<file path="src/rtl/ddr5_phy_write_pkg.sv">
// Shared types and constants for the DDR5 PHY write sequencer.
package ddr5_phy_write_pkg;

  typedef enum logic [2:0] {
    IDLE = 3'd0,
    PRE  = 3'd1,
    DATA = 3'd2,
    FILL = 3'd3,
    CRC  = 3'd4,
    POST = 3'd5
  } wr_state_t;

  localparam int BL16_CYC = 8;
  localparam int BC8_CYC  = 4;
  localparam int FILL_CYC = 4;

  localparam logic [1:0] BL_BL16 = 2'b00;
  localparam logic [1:0] BL_BC8  = 2'b01;

  // Index of the final DATA beat for the latched burst type.
  function automatic logic [2:0] last_beat(input logic bc8);
    if (bc8) begin
      return 3'(BC8_CYC - 1);
    end else begin
      return 3'(BL16_CYC - 1);
    end
  endfunction

endpackage

</file>
<file path="src/rtl/ddr5_phy_wr_cmd_q.sv">
// Saturating count of write commands waiting behind the active burst.
// An arrival that finds the queue full is dropped and raises a sticky error.
module ddr5_phy_wr_cmd_q import ddr5_phy_write_pkg::*; #(
  parameter int pMAX_PEND = 2
) (
  input  logic clk_i,
  input  logic rst_i,
  input  logic enable_i,
  input  logic inc_i,
  input  logic dec_i,
  output logic pend_nz_o,
  output logic err_o
);

  localparam int CNT_W = $clog2(pMAX_PEND + 1);

  logic [CNT_W-1:0] pend_r;
  logic             err_r;
  logic             full_s;

  assign full_s    = (pend_r == CNT_W'(pMAX_PEND));
  assign pend_nz_o = (pend_r != {CNT_W{1'b0}});
  assign err_o     = err_r;

  // Pending-count update; simultaneous arrive and consume leaves it unchanged.
  always_ff @(posedge clk_i or negedge rst_i) begin
    if (!rst_i) begin
      pend_r <= {CNT_W{1'b0}};
      err_r  <= 1'b0;
    end else if (enable_i) begin
      if (inc_i && !dec_i) begin
        if (full_s) begin
          err_r <= 1'b1;
        end else begin
          pend_r <= pend_r + CNT_W'(1);
        end
      end else if (dec_i && !inc_i && (pend_r != {CNT_W{1'b0}})) begin
        pend_r <= pend_r - CNT_W'(1);
      end else begin
        pend_r <= pend_r;
      end
    end else begin
      pend_r <= pend_r;
    end
  end

endmodule

</file>
<file path="src/rtl/ddr5_phy_write_seq.sv">
// DDR5 PHY write sequencer: self-timed preamble / data / fill / CRC /
// postamble sequencing per burst with seamless back-to-back writes.
// Pad-side outputs are registered one cycle behind the state.
module ddr5_phy_write_seq import ddr5_phy_write_pkg::*; #(
  parameter int pDRAM_SIZE = 4,
  parameter int pNUM_LANES = 1,
  parameter int pMAX_PEND  = 2
) (
  input  logic                               clk_i,
  input  logic                               rst_i,
  input  logic                               enable_i,
  input  logic                               wr_en_i,
  input  logic                               crc_generate_i,
  input  logic [1:0]                         burstlength_i,
  input  logic [1:0]                         preamble_len_i,
  input  logic                               postamble_len_i,
  input  logic [pNUM_LANES*2*pDRAM_SIZE-1:0] wr_data_i,
  input  logic [pNUM_LANES*pDRAM_SIZE/4-1:0] wr_datamask_i,
  input  logic [pNUM_LANES*2*pDRAM_SIZE-1:0] crc_code_i,
  output logic                               data_req_o,
  output logic                               crc_enable_o,
  output logic [pNUM_LANES*2*pDRAM_SIZE-1:0] crc_data_o,
  output logic [pNUM_LANES*2*pDRAM_SIZE-1:0] dq_o,
  output logic [pNUM_LANES*pDRAM_SIZE/4-1:0] dm_o,
  output logic [pNUM_LANES*2-1:0]            dqs_o,
  output logic                               dq_valid_o,
  output logic                               dqs_valid_o,
  output logic [2:0]                         state_o,
  output logic                               err_o
);

  localparam int DW = pNUM_LANES * 2 * pDRAM_SIZE;
  localparam int MW = pNUM_LANES * pDRAM_SIZE / 4;
  localparam logic [pNUM_LANES*2-1:0] DQS_HI = {pNUM_LANES{2'b10}};
  localparam logic [pNUM_LANES*2-1:0] DQS_LO = {pNUM_LANES{2'b00}};

  wr_state_t state_r, state_s;
  logic [1:0] pre_cnt_r, pre_cnt_s;
  logic       post_cnt_r, post_cnt_s;
  logic [2:0] beat_cnt_r, beat_cnt_s;
  logic       bc8_r, bc8_s;
  logic       crc_cfg_r, crc_cfg_s;
  logic       consume_s, burst_end_s, seamless_s, pend_nz_s, queue_inc_s;

  logic [DW-1:0]           dq_s;
  logic [MW-1:0]           dm_s;
  logic [pNUM_LANES*2-1:0] dqs_s;
  logic                    dq_valid_s, dqs_valid_s;

  // A new burst may follow immediately if one is queued or arriving now.
  assign seamless_s  = pend_nz_s | wr_en_i;
  assign queue_inc_s = enable_i & wr_en_i & (state_r != IDLE);

  ddr5_phy_wr_cmd_q #(.pMAX_PEND(pMAX_PEND)) u_cmd_q (
    .clk_i     (clk_i),
    .rst_i     (rst_i),
    .enable_i  (enable_i),
    .inc_i     (queue_inc_s),
    .dec_i     (enable_i & consume_s),
    .pend_nz_o (pend_nz_s),
    .err_o     (err_o)
  );

  // Next-state, counter and configuration-latch decisions.
  always_comb begin
    state_s     = state_r;
    pre_cnt_s   = pre_cnt_r;
    post_cnt_s  = post_cnt_r;
    beat_cnt_s  = beat_cnt_r;
    bc8_s       = bc8_r;
    crc_cfg_s   = crc_cfg_r;
    consume_s   = 1'b0;
    burst_end_s = 1'b0;
    case (state_r)
      IDLE: begin
        if (wr_en_i) begin
          state_s   = PRE;
          pre_cnt_s = preamble_len_i;
        end else begin
          state_s = IDLE;
        end
      end
      PRE: begin
        if (pre_cnt_r == 2'd0) begin
          state_s    = DATA;
          beat_cnt_s = 3'd0;
          bc8_s      = (burstlength_i == BL_BC8);
          crc_cfg_s  = crc_generate_i;
        end else begin
          pre_cnt_s = pre_cnt_r - 2'd1;
        end
      end
      DATA: begin
        if (beat_cnt_r == last_beat(bc8_r)) begin
          if (bc8_r) begin
            state_s    = FILL;
            beat_cnt_s = 3'd0;
          end else if (crc_cfg_r) begin
            state_s = CRC;
          end else begin
            burst_end_s = 1'b1;
          end
        end else begin
          beat_cnt_s = beat_cnt_r + 3'd1;
        end
      end
      FILL: begin
        if (beat_cnt_r == 3'(FILL_CYC - 1)) begin
          if (crc_cfg_r) begin
            state_s = CRC;
          end else begin
            burst_end_s = 1'b1;
          end
        end else begin
          beat_cnt_s = beat_cnt_r + 3'd1;
        end
      end
      CRC: begin
        burst_end_s = 1'b1;
      end
      POST: begin
        if (post_cnt_r == 1'b0) begin
          if (seamless_s) begin
            state_s   = PRE;
            pre_cnt_s = preamble_len_i;
            consume_s = 1'b1;
          end else begin
            state_s = IDLE;
          end
        end else begin
          post_cnt_s = post_cnt_r - 1'b1;
        end
      end
      default: begin
        state_s = IDLE;
      end
    endcase
    if (burst_end_s) begin
      if (seamless_s) begin
        state_s    = DATA;
        consume_s  = 1'b1;
        beat_cnt_s = 3'd0;
        bc8_s      = (burstlength_i == BL_BC8);
        crc_cfg_s  = crc_generate_i;
      end else begin
        state_s    = POST;
        post_cnt_s = postamble_len_i;
      end
    end else begin
      // Mid-burst: the case above already chose the next state.
    end
  end

  // Sequencer state and counters; everything freezes while enable_i is low.
  always_ff @(posedge clk_i or negedge rst_i) begin
    if (!rst_i) begin
      state_r    <= IDLE;
      pre_cnt_r  <= 2'd0;
      post_cnt_r <= 1'b0;
      beat_cnt_r <= 3'd0;
      bc8_r      <= 1'b0;
      crc_cfg_r  <= 1'b0;
    end else if (enable_i) begin
      state_r    <= state_s;
      pre_cnt_r  <= pre_cnt_s;
      post_cnt_r <= post_cnt_s;
      beat_cnt_r <= beat_cnt_s;
      bc8_r      <= bc8_s;
      crc_cfg_r  <= crc_cfg_s;
    end else begin
      state_r <= state_r;
    end
  end

  // Pad values implied by the current state, captured on the next edge.
  always_comb begin
    dq_s        = {DW{1'b0}};
    dm_s        = {MW{1'b0}};
    dqs_s       = DQS_LO;
    dq_valid_s  = 1'b0;
    dqs_valid_s = 1'b0;
    case (state_r)
      IDLE: begin
        dqs_s = DQS_LO;
      end
      PRE: begin
        dqs_valid_s = 1'b1;
        if (pre_cnt_r == 2'd0) begin
          dqs_s = DQS_HI;
        end else begin
          dqs_s = DQS_LO;
        end
      end
      DATA: begin
        dq_s        = wr_data_i;
        dm_s        = wr_datamask_i;
        dqs_s       = DQS_HI;
        dq_valid_s  = 1'b1;
        dqs_valid_s = 1'b1;
      end
      FILL: begin
        dq_s        = {DW{1'b1}};
        dqs_s       = DQS_HI;
        dq_valid_s  = 1'b1;
        dqs_valid_s = 1'b1;
      end
      CRC: begin
        dq_s        = crc_code_i;
        dqs_s       = DQS_HI;
        dq_valid_s  = 1'b1;
        dqs_valid_s = 1'b1;
      end
      POST: begin
        dqs_valid_s = 1'b1;
      end
      default: begin
        dqs_s = DQS_LO;
      end
    endcase
  end

  // Registered pad outputs, held while disabled.
  always_ff @(posedge clk_i or negedge rst_i) begin
    if (!rst_i) begin
      dq_o        <= {DW{1'b0}};
      dm_o        <= {MW{1'b0}};
      dqs_o       <= DQS_LO;
      dq_valid_o  <= 1'b0;
      dqs_valid_o <= 1'b0;
    end else if (enable_i) begin
      dq_o        <= dq_s;
      dm_o        <= dm_s;
      dqs_o       <= dqs_s;
      dq_valid_o  <= dq_valid_s;
      dqs_valid_o <= dqs_valid_s;
    end else begin
      dq_o <= dq_o;
    end
  end

  // Upstream data request and CRC-block feed follow the live state.
  always_comb begin
    crc_data_o = {DW{1'b0}};
    case (state_r)
      DATA:    crc_data_o = wr_data_i;
      FILL:    crc_data_o = {DW{1'b1}};
      default: crc_data_o = {DW{1'b0}};
    endcase
  end

  assign data_req_o   = (state_r == DATA);
  assign crc_enable_o = crc_cfg_r & ((state_r == DATA) | (state_r == FILL) | (state_r == CRC));
  assign state_o      = state_r;

endmodule

</file>
<file path="config.mk">
export PLATFORM = sky130hd
export DESIGN_NAME = ddr5_phy_write_seq
export DESIGN_NICKNAME = d
export VERILOG_FILES = /design/src/rtl/ddr5_phy_write_pkg.sv /design/src/rtl/ddr5_phy_wr_cmd_q.sv /design/src/rtl/ddr5_phy_write_seq.sv
export SDC_FILE = /design/constraint.sdc
export NUM_CORES = 1
export LEC_CHECK = 0
export ABC_AREA = 1
export CAP_MARGIN = 20
export CORE_ASPECT_RATIO = 1.4
export CORE_MARGIN = 2
export CORE_UTILIZATION = 43
export DETAILED_ROUTE_END_ITERATION = 10
export PLACE_DENSITY_LB_ADDON = 0.25
export REMOVE_ABC_BUFFERS = 1
export SETUP_SLACK_MARGIN = 0.4
export SYNTH_ARGS = -nofsm -noshare
export SYNTH_HDL_FRONTEND = slang
export SYNTH_HIERARCHICAL = 1
export SYNTH_SLANG_ARGS = --single-unit
</file>
<file path="constraint.sdc">
create_clock -name clk_i -period 1.7 [get_ports clk_i]
set_input_delay 0.255 -clock clk_i [delete_from_list [all_inputs] [get_ports clk_i]]
set_output_delay 0.255 -clock clk_i [all_outputs]
set_load 0.1 [all_outputs]
</file>
Word level (Yosys, flattened, before mapping)
Index checks and enable logic that the tools add are counted.
{"block": "word_totals", "input_bits": 27, "memories": 0, "regBits": 27, "latchBits": 0, "mem_bits_rw": 0, "word_cells": 118, "out_inout_bits": 27, "mem_bits_ro": 0}
{"block": "op_classes", "n_reduce_logical": 17, "add_sub_neg": 5, "shift": 0, "n_eq_ne": 19, "n_lt_le_gt_ge": 0, "n_mul": 0, "n_div": 0, "bitwise_logic": 7, "n_mux": 57}
{"op": "$mux 3", "n": 16}
{"op": "$mux 1", "n": 26}
{"op": "$pmux 8 s3", "n": 1}
{"op": "$pmux 3 s6", "n": 1}
{"op": "$mux 2", "n": 8}
{"op": "$pmux 8 s2", "n": 1}
{"op": "$ne 2x2->1 const B", "n": 6}
{"op": "$reduce_and 6->1", "n": 2}
{"op": "$eq 3x2->1 const B", "n": 3}
{"op": "$ne 3x3->1 const B", "n": 3}
{"op": "$pmux 3 s3", "n": 1}
{"op": "$eq 3x3->1 const B", "n": 2}
{"op": "$pmux 2 s3", "n": 1}
{"op": "$reduce_and 3->1", "n": 2}
{"op": "$reduce_bool 3->1", "n": 2}
{"op": "$reduce_or 5->1", "n": 1}
{"op": "$and 1x1->1", "n": 4}
{"op": "$pmux 2 s2", "n": 1}
{"op": "$reduce_bool 2->1", "n": 2}
{"op": "$sub 2x1->2 const B", "n": 2}
{"op": "$add 3x1->3 const B", "n": 1}
{"op": "$eq 3x1->1 const B", "n": 1}
{"op": "$eq 3x3->1", "n": 1}
{"op": "$logic_and 1x1->1", "n": 3}
{"op": "other kinds (11)", "n": 14}

Depth between registers and ports, before layout
{"block": "depth", "ltp_word": 12, "mapped_depth": 15, "ltp_nobuf": 14}

Modules after synthesis
Netlist, hierarchy kept.
{"mod": "ddr5_phy_write_seq", "cells_per_inst": 250, "seq_area_each_um2": 575.6, "area_per_inst_um2": 1604.0, "n_inst": 1}
{"mod": "ddr5_phy_wr_cmd_q", "cells_per_inst": 28, "seq_area_each_um2": 75.1, "area_per_inst_um2": 188.9, "n_inst": 1}

Worst setup path before layout
No wires, ideal clock.
{"block": "synth_path", "kind": "flip-flop to output port", "startpoint": "reg state_r[1], in the netlist state_o[1]", "endpoint": "out crc_enable_o", "arrival_ns": 2.937, "path_buffers": 2, "required_ns": 1.445, "path_stages_with_launch": 5, "setup_slack_ns": -1.492, "path_cell_list": "dfrtp_1 -> buf_4 -> nand2_1 -> buf_2 -> a21oi_1"}
{"block": "synth_between", "elab_chain_cells": 4, "word_cells_on_any_way": 6, "classes_between": "eq/ne (3); bitwise (3)"}
{"item": "from (decl)", "line": "ddr5_phy_write_seq.sv:37", "rtl": "wr_state_t state_r, state_s;"}
{"item": "from (signal assigned)", "line": "ddr5_phy_write_seq.sv:164", "rtl": "state_r <= state_s;"}
{"item": "from (signal assigned)", "line": "ddr5_phy_write_seq.sv:171", "rtl": "state_r <= state_r;"}
{"item": "$eq 3x2->1", "line": "ddr5_phy_write_seq.sv:252", "rtl": "assign crc_enable_o = crc_cfg_r & ((state_r == DATA) | (state_r == FILL) | (state_r == CRC));"}
{"item": "$or 1x1->1", "line": "ddr5_phy_write_seq.sv:252"}
{"item": "$or 1x1->1 (*)", "line": "ddr5_phy_write_seq.sv:252"}
{"item": "$and 1x1->1 (*)", "line": "ddr5_phy_write_seq.sv:252"}
{"item": "to (decl)", "line": "ddr5_phy_write_seq.sv:21", "rtl": "output logic crc_enable_o,"}
Every way passes the cells marked *; elsewhere a longest branch is shown, timed or not.

Worst setup path after layout
{"block": "layout_path", "startpoint": "reg state_r[0], in the netlist state_o[0]", "endpoint": "reg u_cmd_q.pend_r[0]"}
{"block": "layout_between", "elab_chain_cells": 9, "word_cells_on_any_way": 20, "classes_between": "eq/ne (5); mux (5); bitwise (2); reduce/logical (8)"}
{"item": "$eq 3x3->1", "line": "ddr5_phy_write_seq.sv:74", "rtl": "case (state_r)"}
{"item": "$mux 1", "line": "ddr5_phy_write_seq.sv:74"}
{"item": "$mux 1", "line": "ddr5_phy_write_seq.sv:139", "rtl": "if (seamless_s) begin"}
{"item": "$mux 1", "line": "ddr5_phy_write_seq.sv:138", "rtl": "if (burst_end_s) begin"}
{"item": "$and 1x1->1", "line": "ddr5_phy_write_seq.sv:59", "rtl": ".dec_i (enable_i & consume_s),"}
{"item": "$logic_not 1->1 / $logic_and 1x1->1 (equally long branches)", "line": "ddr5_phy_wr_cmd_q.sv:31, ddr5_phy_wr_cmd_q.sv:37"}
{"item": "$logic_and 1x1->1, on equally long branches", "line": "ddr5_phy_wr_cmd_q.sv:31, ddr5_phy_wr_cmd_q.sv:37"}
{"item": "$ne 2x2->1 (no source line) / $reduce_bool 2->1 (equally long branches)"}
{"item": "$reduce_and 3->1 (no source line)"}
{"item": "to (signal assigned)", "line": "ddr5_phy_wr_cmd_q.sv:28", "rtl": "pend_r <= {CNT_W{1'b0}};"}
{"item": "to (signal assigned)", "line": "ddr5_phy_wr_cmd_q.sv:35", "rtl": "pend_r <= pend_r + CNT_W'(1);"}
{"item": "to (signal assigned)", "line": "ddr5_phy_wr_cmd_q.sv:38", "rtl": "pend_r <= pend_r - CNT_W'(1);"}
{"item": "to (decl)", "line": "ddr5_phy_wr_cmd_q.sv:17", "rtl": "logic [CNT_W-1:0] pend_r;"}
Several ways; a longest one is shown, not always the timed one.
A chain may end at the register's enable or synchronous reset.

==> results.yml <==
run_status:
  status: "finished, violations left"
  violations: "negative setup slack"
yosys:
  synth_warnings: 6
  yosysMostFrequentCell: "nand2_1"
  synth_edf_count: 0
  synth_top_area_cell: "dfrtp_1"
  yosysTopAreaCellShare_pct: 36.3
  synthTopCellsByArea: "dfrtp_1, nand2_1, nor2_1"
  avgSynthCellArea_um2: 6.45
  netlist_instances: 278
  ys_types: 29
  synthArstFlopShare_pct: 100
  synth-seq-area-share_pct: 36.3
  synth_area_um2: 1790
  synth_ff_type: "dfrtp_1"
  ys_ff_latch: 26
  synthTopCellsByCount: "nand2_1, nor2_1, inv_1, dfrtp_1, o21ai_0"
power:
  p_leak_uw: 0.00167
  netSwitchingFraction_pct: 55.9
  p_int_uw: 3090
  ir_drop_v: 0.00180
  pwr-share-comb_pct: 77.3
  powerDensity_nw_per_um2: 2050
  p_sw_uw: 3910
  clkPwrFrac_pct: 6.2
  seqPwrFrac_pct: 16.4
cells_and_area:
  fill_cells: 173
  final_layout_size_suffix_gt1_share_pct: 43.0
  seq_area_um2: 654
  layout.cells.non_filler: 424
  multi_input_area_um2: 1220
  syn2layout_area_growth_pct: 90.8
  diodes: 0
  design_area_um2: 3420
  layout.nets: 411
timing:
  hold_viol: 0
  final_max_slew_viol_count: 0
  whs_ns: 0.338
  finalSetupViolations: 13
  skew_ns: 0.00968
  layout_min_cycle_time_ns: 1.89
  fmax_ghz: 0.528
  fin_crit_sh_pct: 111
  rsz0062_at_grt: "true"
  fin_tns_setup_ns: -1.52
  setup_slack_ns: -0.193
floorplanning:
  start_util_pct: 45.4
  die-area_um2: 4710
  die_w_um: 58.6
  core.rowCount: 27
  core_area_um2: 3950
  ios: 54
  die_y_um: 80.4
place:
  place_area_um2: 2850
  dp_cells: 400
  dpl.hpwl_mm: 4.12
  port_buffers: 52
  gp_congestion: 0.884
worst_setup_path:
  crit_required_ns: 1.89
  critPathKind: "flip-flop to flip-flop"
  worstRegToRegCells: 14
  cp_max_fo: 4
  startpoint_type: "flip-flop"
  end_kind: "flip-flop"
  crit_arrival_ns: 2.08
routing:
  via_count: 2502
  drt-total-wl_mm: 8.29
  drc: 0
  dr.first_iter.drc_count: 196
  firstDrtPassIters: 5
  viasPerCell: 5.90
  ant_nets: 0
  routedWlPerCell_um: 19.5
clock_network:
  cts_sinks: 26
  cts_max_path_buffers: 2
  cts_tree: "yes"
  clock_latency_ns: 0.29
  path_clk_slew_ns: 0.10
  ctsHtreeMaxLevel: 1
  numCtsBuffers: 3
  clock-root-buffer: "clkbuf_8"
grt:
  antenna_found_initial: 0
  grt_pass1_wl_mm: 10.2
  first_global_vias: 2319
  gr-total-overflow: 0
  grt_use_total_pct: 29.0
  grt_max_degree: 27
run:
  maxCapViolCount: 0
min_path:
  min_path_type: "primary input to async pin"
[metrics by stage]
step / worst slack [ns] / util [%] / power, uW
6_report: -0.193 / 86.5 / 7000
5_1_grt: -0.239 / 86.5 / 7260
4_1_cts: -0.0217 / 80.4 / 6320
3_5_place_dp: -0.156 / 72.0 / 5410
3_3_place_gp: -0.0862 / 72.0 / 5330
2_1_floorplan: -1.61 / - / 3650
[routing by layer]
layer | track usage (%) | vias to the layer above | share of wire, %
met5 | 0 | - | 0
met4 | 20.5 | 0 | 9.3
met3 | 6.12 | 81 | 7.4
met2 | 52.0 | 186 | 53
met1 | 28.7 | 1164 | 31
li1 | - | 1071 | -
[cells in the final DEF, fill, tap and decap left out, drive strengths merged]
master,instances
nand4,4
o311ai,1
nand2,106
a21oi,5
inv,37
clkdlybuf4s50,26
conb,1
o22ai,1
o21bai,1
o2111ai,1
buf,82
nor2,42
o211ai,1
nor3,2
o21ai,18
nand3,20
ha,2
nand3b,1
clkbuf,4
dfrtp,26
[power groups by stage]
| stage | registers, uW | clock network (uW) | logic, uW |
|---|---|---|---|
| 4_1_cts | 1110 | 426 | 4780 |
| 5_1_grt | 1170 | 466 | 5630 |
| 3_5_place_dp | 1110 | 0 | 4300 |
| 3_3_place_gp | 1100 | 0 | 4230 |
| 6_report | 1150 | 437 | 5410 |
| 2_1_floorplan | 2120 | 0 | 1530 |
[worst paths after layout]
kind                                startpoint                 to  slack (ns)
worst max-delay path                state_o[0]  u_cmd_q/pend_r[0]       -0.19
worst min-delay path                     rst_i         state_o[2]        0.34
worst max register to register      state_o[0]  u_cmd_q/pend_r[0]       -0.19
worst min register to register    pre_cnt_r[1]       pre_cnt_r[1]        0.53
max in group asynchronous                rst_i              bc8_r        1.07
min in group clk_i              crc_generate_i          crc_cfg_r        0.51
[logic make-up (layout without fill, tap and decap cells)]
group	Yosys count	count (layout)	share of synthesized area [%]
AO/OA/AOI/OAI	28	28	9.21
other	1	1	0.209
adder cells (fa/ha/maj)	2	2	1.40
AND/OR/NAND/NOR	175	175	42.2
buffers and inverters	46	149	10.7
flip-flops	26	26	36.3
[flip-flops by register name, indices dropped and copies added, names as in the netlist]
name	count
dq_o	8
beat_cnt_r	3
state_o	3
pre_cnt_r	2
u_cmd_q/pend_r	2
bc8_r	1
crc_cfg_r	1
dm_o	1
dq_valid_o	1
dqs_o	1
dqs_valid_o	1
post_cnt_r	1
u_cmd_q/err_o	1
[area by class of cell]
class	instances	area share, %
Timing Repair Buffer	108	37.5
Clock buffer	4	1.61
Sequential cell	26	19.1
Inverter	37	4.43
Tap cell	43	1.57
Multi-Input combinational cell	206	35.8
[critical path, cell delays in order (launching register included)]
cell,delay (ns)
dfrtp_2,0.48
buf_6,0.15
nand3_2,0.09
nor2_2,0.05
nor2_2,0.12
nand2_4,0.08
nand2_4,0.08
a21oi_4,0.06
buf_4,0.15
nor2_4,0.09
nand2_1,0.09
nand2_2,0.11
nand2_1,0.07
nand2_1,0.08
nand2_1,0.07
[timing repair]
item / in CTS / in global routing
gates resized for setup: 59 / 52
hold buffers: 0 / 0
buffers inserted: 10 / 10
endpoints found under the setup margin: 32 / 38
pin swaps: 16 / 27
Power figures use the tool's default switching activity.
